--- config.mk ---
export PLATFORM = sky130hd
export DESIGN_NAME = lt24_pixel_bus_writer
export DESIGN_NICKNAME = d
export VERILOG_FILES = /design/src/rtl/lt24_pixel_bus_writer.sv
export SDC_FILE = /design/constraint.sdc
export NUM_CORES = 1
export LEC_CHECK = 0
export ABC_CLOCK_PERIOD_IN_PS = 6180
export BUFFER_PORTS_ARGS = -buffer_cell sky130_fd_sc_hd__buf_2
export CAP_MARGIN = 20
export CORE_MARGIN = 1.5
export CORE_UTILIZATION = 30
export CTS_BUF_LIST = sky130_fd_sc_hd__clkbuf_4
export DETAILED_ROUTE_END_ITERATION = 8
export MAX_ROUTING_LAYER = met4
export PLACE_DENSITY = 0.56
export SLEW_MARGIN = 30
export SYNTH_ARGS = -nofsm -noshare
export SYNTH_HDL_FRONTEND = slang
export SYNTH_SLANG_ARGS = --single-unit
--- constraint.sdc ---
create_clock -name clock -period 6.18 [get_ports clock]
set_input_delay 1.545 -clock clock [delete_from_list [all_inputs] [get_ports clock]]
set_output_delay 1.545 -clock clock [all_outputs]
set_load 0.005 [all_outputs]
--- src/rtl/lt24_pixel_bus_writer.sv ---
// lt24_pixel_bus_writer
//   Accepts one pixel per pixelWrite/pixelReady handshake and drives the
//   LT24 8080-style bus. For each pixel it sends: CASET 0x2A with four column
//   bytes, PASET 0x2B with four row bytes, RAMWR 0x2C, and one 16-bit colour word.
//   Panel power-up and init happen elsewhere and are reported on initDone.
//
//   Optional feature macro: LT24_ADDR_CACHE_EN
//     When defined, the block predicts the next raster-order address. If an
//     accepted pixel matches the prediction, only the RAMWR data word is sent.
//
// Ports
//   clock, reset        rising-edge clock, asynchronous active-high reset
//   initDone            panel ready; no pixel is accepted while low
//   xAddr/yAddr         pixel column/row, sampled on accept
//   pixelData           RGB565 colour, sampled on accept
//   pixelWrite          request; accepted when pixelWrite & pixelReady at an edge
//   pixelReady          high when idle, initDone is high and reset is not asserted
//   LT24CS_n/RS/Wr_n    bus control (CS_n low for the whole pixel, RS 0=cmd 1=data)
//   LT24Rd_n            always 1
//   LT24Data            bus word; command and parameter bytes sit on [7:0]
module lt24_pixel_bus_writer #(
    parameter int WIDTH          = 240,
    parameter int HEIGHT         = 320,
    parameter int WR_LOW_CYCLES  = 2,
    parameter int WR_HIGH_CYCLES = 2
) (
    input  logic        clock,
    input  logic        reset,
    input  logic        initDone,
    input  logic [7:0]  xAddr,
    input  logic [8:0]  yAddr,
    input  logic [15:0] pixelData,
    input  logic        pixelWrite,
    output logic        pixelReady,
    output logic        LT24CS_n,
    output logic        LT24RS,
    output logic        LT24Wr_n,
    output logic        LT24Rd_n,
    output logic [15:0] LT24Data
);

    localparam int CNT_MAX = (WR_LOW_CYCLES > WR_HIGH_CYCLES) ? WR_LOW_CYCLES : WR_HIGH_CYCLES;
    localparam int CW      = (CNT_MAX > 1) ? $clog2(CNT_MAX) : 1;

    localparam logic [CW-1:0] LO_END    = CW'(WR_LOW_CYCLES - 1);
    localparam logic [CW-1:0] HI_END    = CW'(WR_HIGH_CYCLES - 1);
    localparam logic [3:0]    LAST_STEP = 4'd11;
    localparam logic [15:0]   X_LAST    = 16'(WIDTH - 1);
    localparam logic [15:0]   Y_LAST    = 16'(HEIGHT - 1);

    typedef enum logic [1:0] {
        IDLE,
        WR_LO,
        WR_HI,
        DROP   // one-cycle dead state for out-of-range pixels
    } state_t;

    state_t        state, state_n;
    logic [CW-1:0] cnt, cnt_n;
    logic [3:0]    step, step_n;

    logic [7:0]    x_q;
    logic [8:0]    y_q;
    logic [15:0]   d_q;

    logic          accept;
    logic          in_range;
    logic          hit;
    logic          busy;
    logic [15:0]   word;
    logic          word_rs;

    assign pixelReady = (state == IDLE) && initDone && !reset;
    assign accept     = pixelWrite && pixelReady;
    assign in_range   = (16'(xAddr) < 16'(WIDTH)) && (16'(yAddr) < 16'(HEIGHT));

`ifdef LT24_ADDR_CACHE_EN
    logic       cache_valid;
    logic [7:0] pred_x;
    logic [8:0] pred_y;

    assign hit = cache_valid && (xAddr == pred_x) && (yAddr == pred_y);

    // The prediction is reloaded on every in-range accept, for hits and for
    // full sequences, so a raster stream keeps hitting. A reset mid-pixel
    // also clears valid, so an aborted pixel never leaves a stale prediction.
    always_ff @(posedge clock or posedge reset) begin
        if (reset) begin
            cache_valid <= 1'b0;
            pred_x      <= '0;
            pred_y      <= '0;
        end else if (accept && in_range) begin
            cache_valid <= 1'b1;
            if (16'(xAddr) == X_LAST) begin
                pred_x <= '0;
                pred_y <= (16'(yAddr) == Y_LAST) ? 9'd0 : yAddr + 9'd1;
            end else begin
                pred_x <= xAddr + 8'd1;
                pred_y <= yAddr;
            end
        end
    end
`else
    assign hit = 1'b0;
`endif

    // State register
    always_ff @(posedge clock or posedge reset) begin
        if (reset) begin
            state <= IDLE;
            cnt   <= '0;
            step  <= '0;
        end else begin
            state <= state_n;
            cnt   <= cnt_n;
            step  <= step_n;
        end
    end

    // Next-state logic. cnt times the low and high phases of each word.
    // step indexes the word list. A cache hit starts directly at the last word.
    always_comb begin
        state_n = state;
        cnt_n   = cnt;
        step_n  = step;
        case (state)
            IDLE: begin
                if (accept) begin
                    if (!in_range) begin
                        state_n = DROP;
                    end else begin
                        state_n = WR_LO;
                        cnt_n   = '0;
                        step_n  = hit ? LAST_STEP : 4'd0;
                    end
                end
            end
            WR_LO: begin
                if (cnt == LO_END) begin
                    state_n = WR_HI;
                    cnt_n   = '0;
                end else begin
                    cnt_n = cnt + CW'(1);
                end
            end
            WR_HI: begin
                if (cnt == HI_END) begin
                    cnt_n = '0;
                    if (step == LAST_STEP) begin
                        state_n = IDLE;
                    end else begin
                        state_n = WR_LO;
                        step_n  = step + 4'd1;
                    end
                end else begin
                    cnt_n = cnt + CW'(1);
                end
            end
            DROP:    state_n = IDLE;
            default: state_n = IDLE;
        endcase
    end

    // Pixel capture. Later input changes do not affect the pixel in progress.
    always_ff @(posedge clock or posedge reset) begin
        if (reset) begin
            x_q <= '0;
            y_q <= '0;
            d_q <= '0;
        end else if (accept) begin
            x_q <= xAddr;
            y_q <= yAddr;
            d_q <= pixelData;
        end
    end

    // Word list. Addresses are zero-extended to 16 bits, then split into bytes.
    always_comb begin
        word    = 16'h0000;
        word_rs = 1'b1;
        case (step)
            4'd0:  begin word = 16'h002A; word_rs = 1'b0; end
            4'd1:  word = 16'h0000;
            4'd2:  word = {8'h00, x_q};
            4'd3:  word = {8'h00, X_LAST[15:8]};
            4'd4:  word = {8'h00, X_LAST[7:0]};
            4'd5:  begin word = 16'h002B; word_rs = 1'b0; end
            4'd6:  word = {15'h0000, y_q[8]};
            4'd7:  word = {8'h00, y_q[7:0]};
            4'd8:  word = {8'h00, Y_LAST[15:8]};
            4'd9:  word = {8'h00, Y_LAST[7:0]};
            4'd10: begin word = 16'h002C; word_rs = 1'b0; end
            4'd11: word = d_q;
            default: begin word = 16'h0000; word_rs = 1'b1; end
        endcase
    end

    // The bus is decoded from the registered state. An asynchronous reset
    // therefore returns the pins to idle values at once.
    assign busy     = (state == WR_LO) || (state == WR_HI);
    assign LT24CS_n = !busy;
    assign LT24Wr_n = (state != WR_LO);
    assign LT24RS   = busy ? word_rs : 1'b1;
    assign LT24Data = busy ? word : 16'h0000;
    assign LT24Rd_n = 1'b1;

endmodule

* After elaboration in Yosys (flattened, before gate mapping)
Index checks and enable logic that the tools add are counted.
Cells by class: reductions and logical operators 16, multiplexer cells 19, $add $sub $neg 2, $mul 0, equal/unequal tests 18, divide/modulo/power cells 0, shifts and indexed selects 0, bitwise gates (word level) 0, $lt $le $gt $ge 2
Operators with widths (count):
- $pmux W16 S10 | 1
- $eq A4 B3 Y1 const B | 4
- $eq A4 B4 Y1 const B | 4
- $mux W16 | 1
- $mux W4 | 4
- $ne A2 B2 Y1 const B | 5
- $lt A9 B9 Y1 const B | 1
- $lt A8 B8 Y1 const B | 1
- $mux W2 | 4
- $pmux W2 S4 | 1
- $pmux W4 S2 | 1
- $mux W1 | 6
- $reduce_and A3 Y1 | 2
- $reduce_and A5 Y1 | 1
- $add A4 B1 Y4 const B | 1
- $eq A2 B2 Y1 const B | 2
- $eq A4 B2 Y1 const B | 1
- $logic_and A1 B1 Y1 | 4
- $logic_not A4 Y1 | 1
- $reduce_bool A2 Y1 | 2
- $reduce_or A3 Y1 | 1
- $eq A2 B1 Y1 const B | 1
- $logic_not A1 Y1 | 2
- $logic_not A2 Y1 | 1
- 5 further kinds | 5
Word-level totals: memories kept 0, latch bits 0, RAM bits 0, flip-flop bits (word level) 40, input port bits 37, ROM bits 0

* Depth between registers and ports, before layout
Gate-level depths: netlist of run 1.
word-level depth 6, gate-level depth with buffers 7, depth with buffers taken out 6

* Worst setup path before layout of run 1
Ideal clock, no wire load.
path type input port to output port, start point in reset, end point out pixelReady, data required time 4.635 ns, cell stages on the path 2, path slack 1.961 ns, data arrival time 2.674 ns, path through inv_1 and3_1
Between the ends: word-level cells in the longest chain between the ends 2
Ends and longest elaborated chain:
- from (decl) | line 28 | input logic reset,
- $logic_not A1 Y1 (no source line)
- $logic_and A1 B1 Y1 | line 73 | assign pixelReady = (state == IDLE) && initDone && !reset;
- to (decl) | line 34 | output logic pixelReady,
Every way passes these cells.

* Worst setup path after layout of run 1
start point reg step[1], end point out LT24Data[6]
Between the ends: word-level cells in the longest chain between the ends 3, elaborated cells on any way between the ends 12
Ends and longest elaborated chain:
- from (decl) | line 60 | logic [3:0] step, step_n;
- from (signal assigned) | line 116 | step <= step_n;
- $eq A4 B4 Y1, or another cell as far along | line 181 | case (step)
- $pmux W16 S10 * | line 181
- $mux W16 * | line 204 | assign LT24Data = busy ? word : 16'h0000;
- to (decl) | line 39 | output logic [15:0] LT24Data
Mark *: on every way between the ends. The rest lies on a longest branch, timed or not.

==> flow_summary.rst, run 1 <==
.. list-table::
   :header-rows: 1

   * - Metric
     - Value
   * - Outcome
     - complete, no violations
   * - Count of warnings emitted by yosys
     - 0
   * - Combinational share of power
     - 45.6%
   * - Switching portion of total power
     - 37.89%
   * - Detailed-route vias per instance
     - 4.852
   * - Final max-slew violation count
     - 0
   * - Mapped Nets
     - 250
   * - Worst-Skew Late Latency
     - 360 ps
   * - Final HPWL DP
     - 3.541 mm
   * - F_max
     - 0.2566 GHz
   * - Hold violation count in the final report
     - 0
   * - Cell Rows
     - 30
   * - Sum of internal, switching and leakage power
     - 1.068 mW
   * - Post-synth top area share
     - 45.69%
   * - Largest net degree at the start of global routing
     - 41
   * - Clock root cell
     - clkbuf_4
   * - Fraction of layout cells with a size suffix above 1
     - 38.43%
   * - Net switching power of the design
     - 0.4048 mW
   * - Critical path launch point
     - step[1]
   * - Worst flop-to-flop path startpoint
     - state[0]
   * - Capture point of the critical path
     - LT24Data[6]
   * - Weighted congestion at the end of routability-driven global placement
     - 0.7356
   * - Portion of the clock cycle consumed by the worst path in the final layout
     - 63.06%
   * - Nets
     - 300
   * - Number of global-route vias before repair
     - 1657
   * - Post-route worst setup slack
     - 2283 ps
   * - Initial cell density of the core
     - 31.55%
   * - Hold WS
     - 511.5 ps
   * - Final setup violation count
     - 0
   * - Final Critical Period
     - 3897 ps
   * - Number of antenna violations at the first check in global routing
     - 0
   * - Register-to-register setup slack
     - 3550 ps
   * - Final Cell Area
     - 2591 um^2
   * - Total track usage
     - 13.63%
   * - Total Die Area
     - 7824 um^2
   * - Wire per inst
     - 14.08 um
   * - Worst supply voltage drop on vdd
     - 0.1236 mV
   * - Number of distinct library cells after synthesis
     - 37
   * - Post-synthesis cell count
     - 205
   * - Number of cells traversed by the worst register-to-register path
     - 6
   * - Total overflow reported by the global router
     - 0
   * - Category of the worst setup path capture point
     - output port
   * - Most used flip-flop cell after synthesis
     - dfrtp_1
   * - Worst R2R End
     - step[1]
   * - Final-layout fill cell count
     - 706
   * - Required arrival time at the worst endpoint
     - 4640 ps
   * - Number of buffers added by the clock tree synthesis step
     - 5
   * - Setup repair after global routing missed its margin
     - false
   * - Most common cell in the netlist
     - dfrtp_1
   * - Critical path start-end classification
     - register to output port
   * - Area of the mapped netlist
     - 2191 um^2
   * - DRC marker count from the first detailed-route iteration
     - 110
   * - Max clock buf depth
     - 2
   * - CTS tree
     - yes
   * - # clock sinks
     - 40
   * - Number of synthesized flops with an enable pin
     - 0
   * - Synthesized flop and latch total
     - 40
   * - Via count
     - 1703
   * - Worst slew margin relative to its limit
     - 56.85%
   * - Slew at the pin closest to its max-slew limit
     - 647.2 ps
   * - Core Util, Final
     - 37.32%
   * - CTS HTree Levels
     - 2
   * - Synth top area cells
     - dfrtp_1, mux2_2, ha_1
   * - Number of instances resized during post-cts repair
     - 0
   * - Total of max-cap violations
     - 0
   * - Sequential fraction of the synthesis area
     - 45.69%
   * - Std-Cell Core Area
     - 6944 um^2
   * - IO Port Bufs
     - 56
   * - Setup bufs post-CTS
     - 0
   * - Die extent in y
     - 88.46 um
   * - First-pass GRT wire length
     - 7.990 mm
   * - Worst Setup Slack post-DPL
     - 2645 ps
   * - Data arrival time of the critical path
     - 2350 ps
   * - Largest clock skew in the final design
     - 19.24 ps
   * - Share of synthesized flip-flops with an asynchronous set or reset
     - 100.0%
   * - Die width
     - 88.46 um
   * - Remaining design rule violation count
     - 0
   * - Part of the power in registers
     - 42.5%
   * - Worst Hold Class
     - register to register
   * - Final Non-Filler Cells
     - 351
   * - Routed WL
     - 4.942 mm
   * - Setup TNS
     - 0 ps
   * - Cell leakage power
     - 1.231 nW
   * - Power per cell area
     - 412.2 nW/um^2
   * - Layout overhead on the synthesized area
     - 18.28%
   * - CTS clock-pin slew for the worst setup and hold paths
     - 130 ps
   * - Antenna viol nets, final
     - 0
   * - Hold bufs inserted after CTS
     - 0
   * - Antenna cells
     - 0
   * - Cell taking the most area after synthesis
     - dfrtp_1
   * - Kind of start point of the critical path
     - register
   * - First drt pass iteration count
     - 4
   * - Placed Cells
     - 344
   * - Synth top cells by count
     - dfrtp_1, mux2_2, nor2_1
   * - Maximum fanout along the worst path
     - 19
   * - IO Pins
     - 58
   * - Area of placed instances
     - 2541 um^2
   * - Mean post-synth cell area
     - 10.69 um^2
   * - Relative contribution of the clock network to total power
     - 11.9%
   * - Cell-internal power
     - 0.6635 mW
==> routing by layer <==
metal	part of all wire, %	track usage (%)	routed length [um]	vias to the layer above
li1	-	-	-	826
met5	0	-	0	-
met2	50	22.35	2470	37
met4	1.0	3.551	51	0
met3	3.6	3.172	176	6
met1	45	17.00	2243	834
==> cell usage in the layout (no fill, tap or decap), types with 4 or more instances in the layout <==
cell type and count:
mux2_2 33, mux2i_1 5, inv_1 10, nor2b_1 4, ha_1 8, o21ai_0 7, a21oi_1 13, nand2_1 7
nor2_1 16, nand3_1 4, dfrtp_1 40, nand3b_1 5, buf_2 56, clkbuf_4 5, and2_1 8
==> critical path, cell delays in order (launching register included) <==
cell,delay [ps]
dfrtp_1,430
ha_1,600
o22ai_1,170
a221o_1,480
nor2b_1,190
buf_2,130
==> cell type report <==
class	instances	area [um^2]	area share (%)
multi-input cells	141	1095	42.25
repair buffers	57	287.8	11.11
flip-flops and latches	40	1001	38.63
well taps	96	120.1	4.635
clock inverters	2	12.51	0.4829
clock buffers	5	37.54	1.449
inverters	10	37.54	1.449
==> how the worst min path moves through the flow <==
stage                 start  endpoint  slack, ps  cells past startpoint
global route        d_q[13]   d_q[13]        530                      1
CTS                 d_q[13]   d_q[13]        520                      1
global placement    d_q[10]   d_q[10]        480                      1
floorplan           d_q[10]   d_q[10]        470                      1
detailed placement  d_q[13]   d_q[13]        490                      1
finish              d_q[15]   d_q[15]        510                      1
==> power by group through the flow <==
| stage | sequential, mW | clock (mW) | combinational (mW) |
|---|---|---|---|
| CTS | 0.454 | 0.134 | 0.492 |
| global route | 0.469 | 0.143 | 0.552 |
| finish | 0.454 | 0.127 | 0.488 |
| global placement | 0.456 | 0 | 0.481 |
| floorplan | 0.433 | 0 | 0.361 |
| detailed placement | 0.460 | 0 | 0.489 |
==> flip-flops by register name, indices dropped and copies added, names as in the netlist <==
| register | count |
|---|---|
| d_q | 16 |
| y_q | 9 |
| x_q | 8 |
| step | 4 |
| state | 2 |
| cnt | 1 |
==> cell families after synthesis <==
logic type | synth area share, %
buf+inv | 4.341
compound gates | 13.36
simple gates | 12.62
fa+ha+maj | 4.569
other cells | 0.1712
mux | 19.25
flops | 45.69
Power figures use the tool's default switching activity.
==> inputs of run 2 (changes only) <==
- ABC_CLOCK_PERIOD_IN_PS: 6180 -> 4000
- clock period: 6.18 -> 4 ns (I/O delays scaled with it)
==> run 2 against run 1 <==
  * Power up 53%
  * Cell area up 0.29%
  * Die area unchanged
  * Wire length down 2.4%
  * Non-clock buffer count up 1
  * Sequential share of layout area down 0.11 points
  * Via count down 1.1%
==> flow_summary.rst, run 2 (synthesized netlist as in run 1, its figures left out) <==
.. list-table::
   :header-rows: 1

   * - Metric
     - Value
   * - Layout overhead on the synthesized area
     - 18.62% (was 18.28%)
   * - Worst supply voltage drop on vdd
     - 0.2435 mV (was 0.1236 mV)
   * - IO Pins
     - 58 (unchanged)
   * - Final HPWL DP
     - 3.460 mm (was 3.541 mm)
   * - Via count
     - 1684 (was 1703)
   * - Number of instances on the worst hold path
     - 1 (unchanged)
   * - Final Cell Area
     - 2599 um^2 (was 2591 um^2)
   * - Register-to-register setup slack
     - 1870 ps (was 3550 ps)
   * - Required arrival time at the worst endpoint
     - 3000 ps (was 4640 ps)
   * - Hold bufs inserted after CTS
     - 0 (unchanged)
   * - Largest clock skew in the final design
     - 11.88 ps (was 19.24 ps)
   * - First drt pass iteration count
     - 4 (unchanged)
   * - Cell Rows
     - 30 (unchanged)
   * - Reg with most FFs
     - d_q (unchanged)
   * - Weighted congestion at the end of routability-driven global placement
     - 0.8386 (was 0.7356)
   * - Cell leakage power
     - 1.240 nW (was 1.231 nW)
   * - Area of placed instances
     - 2549 um^2 (was 2541 um^2)
   * - Initial cell density of the core
     - 31.55% (unchanged)
   * - Setup TNS
     - 0 ps (unchanged)
   * - Worst slew margin relative to its limit
     - 58.31% (was 56.85%)
   * - Worst R2R End
     - step[3] (was step[1])
   * - Slew at the pin closest to its max-slew limit
     - 625.4 ps (was 647.2 ps)
   * - Max FFs per register
     - 16 (unchanged)
   * - Critical path start-end classification
     - register to output port (unchanged)
   * - Final setup violation count
     - 0 (unchanged)
   * - CTS HTree Levels
     - 2 (unchanged)
   * - Hold violation count in the final report
     - 0 (unchanged)
   * - F_max
     - 0.3019 GHz
   * - Die width
     - 88.46 um (unchanged)
   * - Data arrival time of the critical path
     - 2310 ps (was 2350 ps)
   * - Number of buffers added by the clock tree synthesis step
     - 5 (unchanged)
   * - Worst Hold Class
     - register to register (unchanged)
   * - Largest net degree at the start of global routing
     - 41 (unchanged)
   * - Total Die Area
     - 7824 um^2 (unchanged)
   * - # clock sinks
     - 40 (unchanged)
   * - Final max-slew violation count
     - 0 (unchanged)
   * - Kind of start point of the critical path
     - register (unchanged)
   * - Capture point of the critical path
     - LT24Data[14] (was LT24Data[6])
   * - CTS tree
     - yes (unchanged)
   * - Maximum fanout along the worst path
     - 19 (unchanged)
   * - Area of the multi-input gates
     - 1095 um^2 (unchanged)
   * - Sum of internal, switching and leakage power
     - 1.639 mW (was 1.068 mW)
   * - Remaining design rule violation count
     - 0 (unchanged)
   * - Number of antenna violations at the first check in global routing
     - 0 (unchanged)
   * - Commonest non-fill, non-tap cells in the layout
     - buf_2, dfrtp_1, mux2_2 (unchanged)
   * - Max clock buf depth
     - 2 (unchanged)
   * - Std-Cell Core Area
     - 6944 um^2 (unchanged)
   * - Die extent in y
     - 88.46 um (unchanged)
   * - Final Critical Period
     - 3312 ps
   * - Detailed-route vias per instance
     - 4.784 (was 4.852)
   * - Total track usage
     - 13.80% (was 13.63%)
   * - Clock root cell
     - clkbuf_4 (unchanged)
   * - Setup bufs post-CTS
     - 0 (unchanged)
   * - Outcome
     - complete, no violations (unchanged)
   * - Critical path launch point
     - step[0] (was step[1])
   * - IO Port Bufs
     - 56 (unchanged)
   * - Fraction of layout cells with a size suffix above 1
     - 38.67% (was 38.43%)
   * - Setup repair after global routing missed its margin
     - false (unchanged)
   * - Total overflow reported by the global router
     - 0 (unchanged)
   * - Antenna viol nets, final
     - 0 (unchanged)
   * - Biggest regs
     - d_q (16), y_q (9), x_q (8) (unchanged)
   * - Portion of the clock cycle consumed by the worst path in the final layout
     - 82.80%
   * - Final-layout fill cell count
     - 730 (was 706)
   * - DRC marker count from the first detailed-route iteration
     - 158 (was 110)
   * - Antenna cells
     - 0 (unchanged)
   * - Number of cells traversed by the worst register-to-register path
     - 5 (was 6)
   * - Area of all sequential standard cells
     - 1001 um^2 (unchanged)
   * - Routed WL
     - 4.824 mm (was 4.942 mm)
   * - Wire per inst
     - 13.70 um (was 14.08 um)
   * - Number of global-route vias before repair
     - 1641 (was 1657)
   * - Core Util, Final
     - 37.42% (was 37.32%)
   * - Commonest non-fill, non-tap cell in the layout
     - buf_2 (unchanged)
   * - Number of instances resized during post-cts repair
     - 0 (unchanged)
   * - Worst-Skew Late Latency
     - 340 ps (was 360 ps)
   * - CTS clock-pin slew for the worst setup and hold paths
     - 110 ps (was 130 ps)
   * - Power per cell area
     - 630.7 nW/um^2 (was 412.2 nW/um^2)
   * - Category of the worst setup path capture point
     - output port (unchanged)
   * - Nets
     - 301 (was 300)
   * - First-pass GRT wire length
     - 7.969 mm (was 7.990 mm)
   * - Worst flop-to-flop path startpoint
     - step[0] (was state[0])
   * - Total of max-cap violations
     - 0 (unchanged)
==> run 2: changes by cell type in the layout (fill, tap and decap cells not counted), sizes merged <==
| cell | before | now |
|---|---|---|
| buf | 57 | 58 |
| clkinvlp | 1 | 0 |
| clkbuf | 5 | 6 |
==> run 2: critical path, stage by stage, from the launching register on <==
cell,delay (ps)
dfrtp_1,410
ha_1,580
nand3b_1,270
nor2_1,410
and2_1,200
buf_2,110
==> run 2: layer usage <==
layer / routed length, um / track usage [%]
met1: 2246 / 17.99
met2: 2291 / 21.03
met3: 187 / 3.078
met4: 99 / 5.114
met5: 0 / -
==> run 2: per-stage QoR <==
stage,setup WS (ps),hold WS [ps],std cells
floorplan,871.4,470.4,205
global placement,1091,481.4,345
detailed placement,997.9,485.0,345
CTS,588.4,514.0,352
global route,389.8,535.2,352
finish,687.8,507.7,352
==> run 2: how the worst min path moves through the flow <==
stage             from  endpoint
3_3_place_gp   d_q[10]   d_q[10]
3_5_place_dp   d_q[10]   d_q[10]
6_report       d_q[13]   d_q[13]
5_1_grt        d_q[11]   d_q[11]
2_1_floorplan  d_q[10]   d_q[10]
4_1_cts        d_q[10]   d_q[10]
==> run 2: final cells by class <==
| class | instances | share of cell area [%] |
|---|---|---|
| multi-input combinational | 141 | 42.13 |
| tap | 96 | 4.622 |
| timing repair buffer | 58 | 11.36 |
| clock inverter | 1 | 0.1926 |
| inverter | 10 | 1.444 |
| sequential | 40 | 38.52 |
| clock buffer | 6 | 1.733 |
==> run 2: report_power, final <==
| part | switching [mW] | leakage [nW] | internal, mW |
|---|---|---|---|
| clock | 0.124 | 0.0315 | 0.0717 |
| sequential | 0.103 | 0.491 | 0.594 |
| combinational | 0.378 | 0.717 | 0.368 |
| total | 0.606 | 1.24 | 1.03 |
==> inputs of run 3 (changes only) <==
- ABC_AREA: unset -> 1
- ABC_CLOCK_PERIOD_IN_PS: 4000 -> 3300
- clock period: 4 -> 3.3 ns (I/O delays scaled with it)
==> run 3 against run 2 <==
  * Die area up 1.9%
  * Via count up 23%
  * Synthesized cell count up 53%
  * Sequential share of layout area down 0.99 points
  * Cell area up 2.6%
==> flow_summary.rst, run 3 <==
.. list-table::
   :header-rows: 1

   * - Metric
     - Value
   * - Placed Cells
     - 462 (was 345)
   * - Synth top area cells
     - dfrtp_1, nand2_1, nor2_1 (was dfrtp_1, mux2_2, ha_1)
   * - Maximum fanout along the worst path
     - 6 (was 19)
   * - Reg with most FFs
     - d_q (unchanged)
   * - Final Critical Period
     - 2768 ps
   * - Required arrival time at the worst endpoint
     - 2470 ps (was 3000 ps)
   * - First-pass GRT wire length
     - 9.025 mm (was 7.969 mm)
   * - CP Cell Sequence
     - inv_1, ha_1, or2_2, nand2_1, nand4_1, nor2_1, nor2_1, buf_2 (was ha_1, nand3b_1, nor2_1, and2_1, buf_2)
   * - Max FFs per register
     - 16 (unchanged)
   * - Antenna cells
     - 0 (unchanged)
   * - Cell leakage power
     - 1.480 nW (was 1.240 nW)
   * - Number of cells traversed by the worst register-to-register path
     - 8 (was 5)
   * - Post-route worst setup slack
     - 532.3 ps (was 687.8 ps)
   * - Category of the worst setup path capture point
     - output port (unchanged)
   * - Sequential fraction of the synthesis area
     - 44.82% (was 45.69%)
   * - Initial cell density of the core
     - 30.96% (was 31.55%)
   * - Wire per inst
     - 11.54 um (was 13.70 um)
   * - # clock sinks
     - 40 (unchanged)
   * - Hold EP
     - y_q[2] (was d_q[13])
   * - Register-to-register setup slack
     - 1300 ps (was 1870 ps)
   * - Share of synthesized flip-flops with an asynchronous set or reset
     - 100.0% (unchanged)
   * - Via count
     - 2066 (was 1684)
   * - Largest net degree at the start of global routing
     - 41 (unchanged)
   * - Post-synthesis cell count
     - 314 (was 205)
   * - Biggest regs
     - d_q (16), y_q (9), x_q (8) (unchanged)
   * - Slew at the pin closest to its max-slew limit
     - 598.9 ps (was 625.4 ps)
   * - Most common cell in the netlist
     - nand2_1 (was dfrtp_1)
   * - Mapped Nets
     - 359 (was 250)
   * - Commonest non-fill, non-tap cell in the layout
     - nand2_1 (was buf_2)
   * - Clock root cell
     - clkbuf_4 (unchanged)
   * - Max clock buf depth
     - 2 (unchanged)
   * - Synth top cells by count
     - nand2_1, dfrtp_1, nor2_1 (was dfrtp_1, mux2_2, nor2_1)
   * - Nets
     - 415 (was 301)
   * - Kind of cell with the highest combined delay on the critical path
     - simple AND/OR/NAND/NOR gates (unchanged)
   * - Worst R2R End
     - step[2] (was step[3])
   * - Commonest non-fill, non-tap cells in the layout
     - nand2_1, buf_2, dfrtp_1 (was buf_2, dfrtp_1, mux2_2)
   * - Mean post-synth cell area
     - 7.113 um^2 (was 10.69 um^2)
   * - IO Pins
     - 58 (unchanged)
   * - Number of synthesized flops with an enable pin
     - 0 (unchanged)
   * - Setup bufs post-CTS
     - 0 (unchanged)
   * - Most used flip-flop cell after synthesis
     - dfrtp_1 (unchanged)
   * - Cell Rows
     - 31 (was 30)
   * - Worst Setup Slack post-DPL
     - 922.0 ps (was 997.9 ps)
   * - CTS HTree Levels
     - 2 (unchanged)
   * - Worst supply voltage drop on vdd
     - 0.2840 mV (was 0.2435 mV)
   * - Total Die Area
     - 7971 um^2 (was 7824 um^2)
   * - Worst slew margin relative to its limit
     - 60.02% (was 58.31%)
   * - Power per cell area
     - 747.4 nW/um^2 (was 630.7 nW/um^2)
   * - Routed WL
     - 5.425 mm (was 4.824 mm)
   * - Worst path slowest cell
     - dfrtp_1 (was ha_1)
   * - Setup repair after global routing missed its margin
     - false (unchanged)
   * - Final HPWL DP
     - 4.055 mm (was 3.460 mm)
   * - Remaining design rule violation count
     - 0 (unchanged)
   * - Worst path bufs/invs
     - 2 (was 1)
   * - Cell taking the most area after synthesis
     - dfrtp_1 (unchanged)
   * - Largest clock skew in the final design
     - 9.285 ps (was 11.88 ps)
   * - Worst stage delay on the critical path
     - 450 ps (was 580 ps)
   * - Portion of the clock cycle consumed by the worst path in the final layout
     - 83.87%
   * - CTS tree
     - yes (unchanged)
   * - Synthesized flop and latch total
     - 40 (unchanged)
   * - Std-Cell Core Area
     - 7214 um^2 (was 6944 um^2)
   * - First drt pass iteration count
     - 4 (unchanged)
   * - Final max-slew violation count
     - 0 (unchanged)
   * - Antenna viol nets, final
     - 0 (unchanged)
   * - Total track usage
     - 15.40% (was 13.80%)
   * - Weighted congestion at the end of routability-driven global placement
     - 0.8162 (was 0.8386)
   * - Die width
     - 89.28 um (was 88.46 um)
   * - Area of the mapped netlist
     - 2233 um^2 (was 2191 um^2)
   * - Fraction of layout cells with a size suffix above 1
     - 21.29% (was 38.67%)
   * - Detailed-route vias per instance
     - 4.396 (was 4.784)
   * - Die extent in y
     - 89.28 um (was 88.46 um)
   * - Count of warnings emitted by yosys
     - 0 (unchanged)
   * - Total of max-cap violations
     - 0 (unchanged)
   * - Number of global-route vias before repair
     - 1968 (was 1641)
   * - Outcome
     - complete, no violations (unchanged)
   * - Most prevalent standard cell on the critical path
     - nor2_1
   * - Data arrival time of the critical path
     - 1940 ps (was 2310 ps)
   * - F_max
     - 0.3613 GHz
   * - Number of buffers added by the clock tree synthesis step
     - 5 (unchanged)
   * - Number of distinct library cells after synthesis
     - 25 (was 37)
   * - Worst Hold Class
     - register to register (unchanged)
   * - Final setup violation count
     - 0 (unchanged)
   * - Final Non-Filler Cells
     - 470 (was 352)
   * - Hold bufs inserted after CTS
     - 0 (unchanged)
   * - Critical path start-end classification
     - register to output port (unchanged)
   * - IO Port Bufs
     - 56 (unchanged)
   * - DRC marker count from the first detailed-route iteration
     - 114 (was 158)
   * - Worst flop-to-flop path startpoint
     - state[1] (was step[0])
   * - Layout overhead on the synthesized area
     - 19.44% (was 18.62%)
   * - Number of instances resized during post-cts repair
     - 0 (unchanged)
   * - Number of antenna violations at the first check in global routing
     - 0 (unchanged)
   * - Setup TNS
     - 0 ps (unchanged)
   * - Hold violation count in the final report
     - 0 (unchanged)
   * - Post-synth top area share
     - 44.82% (was 45.69%)
   * - Total overflow reported by the global router
     - 0 (unchanged)
   * - Worst-Skew Late Latency
     - 360 ps (was 340 ps)
   * - CTS clock-pin slew for the worst setup and hold paths
     - 130 ps (was 110 ps)
   * - Number of instances on the worst hold path
     - 2 (was 1)
   * - Worst Min Path Start
     - y_q[2] (was d_q[13])
   * - Kind of start point of the critical path
     - register (unchanged)
[run 3: cell count changes after synthesis, sizes merged, moves of 8 or more]
cell and delta:
nand3 +14, nand2 +138, and2 -8, nor2 +19, a21oi -10, o21ai +11
inv +17, mux2 -33
[run 3: kinds of logic (layout without fill, tap and decap cells)]
group	after synthesis	count (layout)	share of synthesized area, %
buf+inv	38	95	7.955
simple gates	205	205	37.31
compound gates	22	22	5.266
flops	40	40	44.82
other cells	1	1	0.1679
fa+ha+maj	8	8	4.482
[run 3: worst min-delay path, stage by stage (launching register included)]
cell and delay, ps:
dfrtp_1 370, nand2_1 50, nand2_1 50
[run 3: area by class of cell]
type	count	area [um^2]
Sequential cell	40	1001
Clock buffer	5	37.54
Tap cell	99	123.9
Fill cell	827	4547
Timing Repair Buffer	59	302.8
Clock inverter	3	42.54
Multi-Input combinational cell	236	1055
Inverter	28	105.1
[run 3: worst max path at each step]
stage / startpoint / to / slack, ps / depth (start not counted)
after floorplan: reset / pixelReady / 530 / 3
after global placement: state[0] / LT24Data[13] / 940 / 6
after detailed placement: step[0] / LT24Data[5] / 920 / 8
after CTS: step[0] / LT24Data[5] / 510 / 8
after global routing: step[0] / LT24Data[2] / 330 / 8
final: step[0] / LT24Data[3] / 530 / 8
[run 3: power breakdown]
group | internal (mW) | total [mW] | switching (mW)
logic | 0.323 | 0.821 | 0.498
registers | 0.712 | 0.846 | 0.134
clock network | 0.158 | 0.327 | 0.169
total | 1.19 | 1.99 | 0.801
[run 3: per-stage QoR]
stage / power [mW] / hold WS (ps) / utilization [%] / area, um^2
after floorplan: 1.404 / 449.2 / - / 2233
after global placement: 1.673 / 461.9 / 35.87 / 2587
after detailed placement: 1.689 / 465.5 / 35.87 / 2587
after CTS: 2.024 / 496.9 / 36.98 / 2668
after global routing: 2.186 / 520.5 / 36.98 / 2668
final: 1.994 / 493.7 / 36.98 / 2668
[run 3: routing by layer]
| metal | track usage [%] | vias to the layer above | part of all wire (%) |
|---|---|---|---|
| li1 | - | 1072 | - |
| met1 | 20.13 | 931 | 49 |
| met2 | 24.20 | 53 | 45 |
| met3 | 3.047 | 10 | 5.1 |
| met4 | 4.615 | 0 | 1.7 |
| met5 | - | - | 0 |
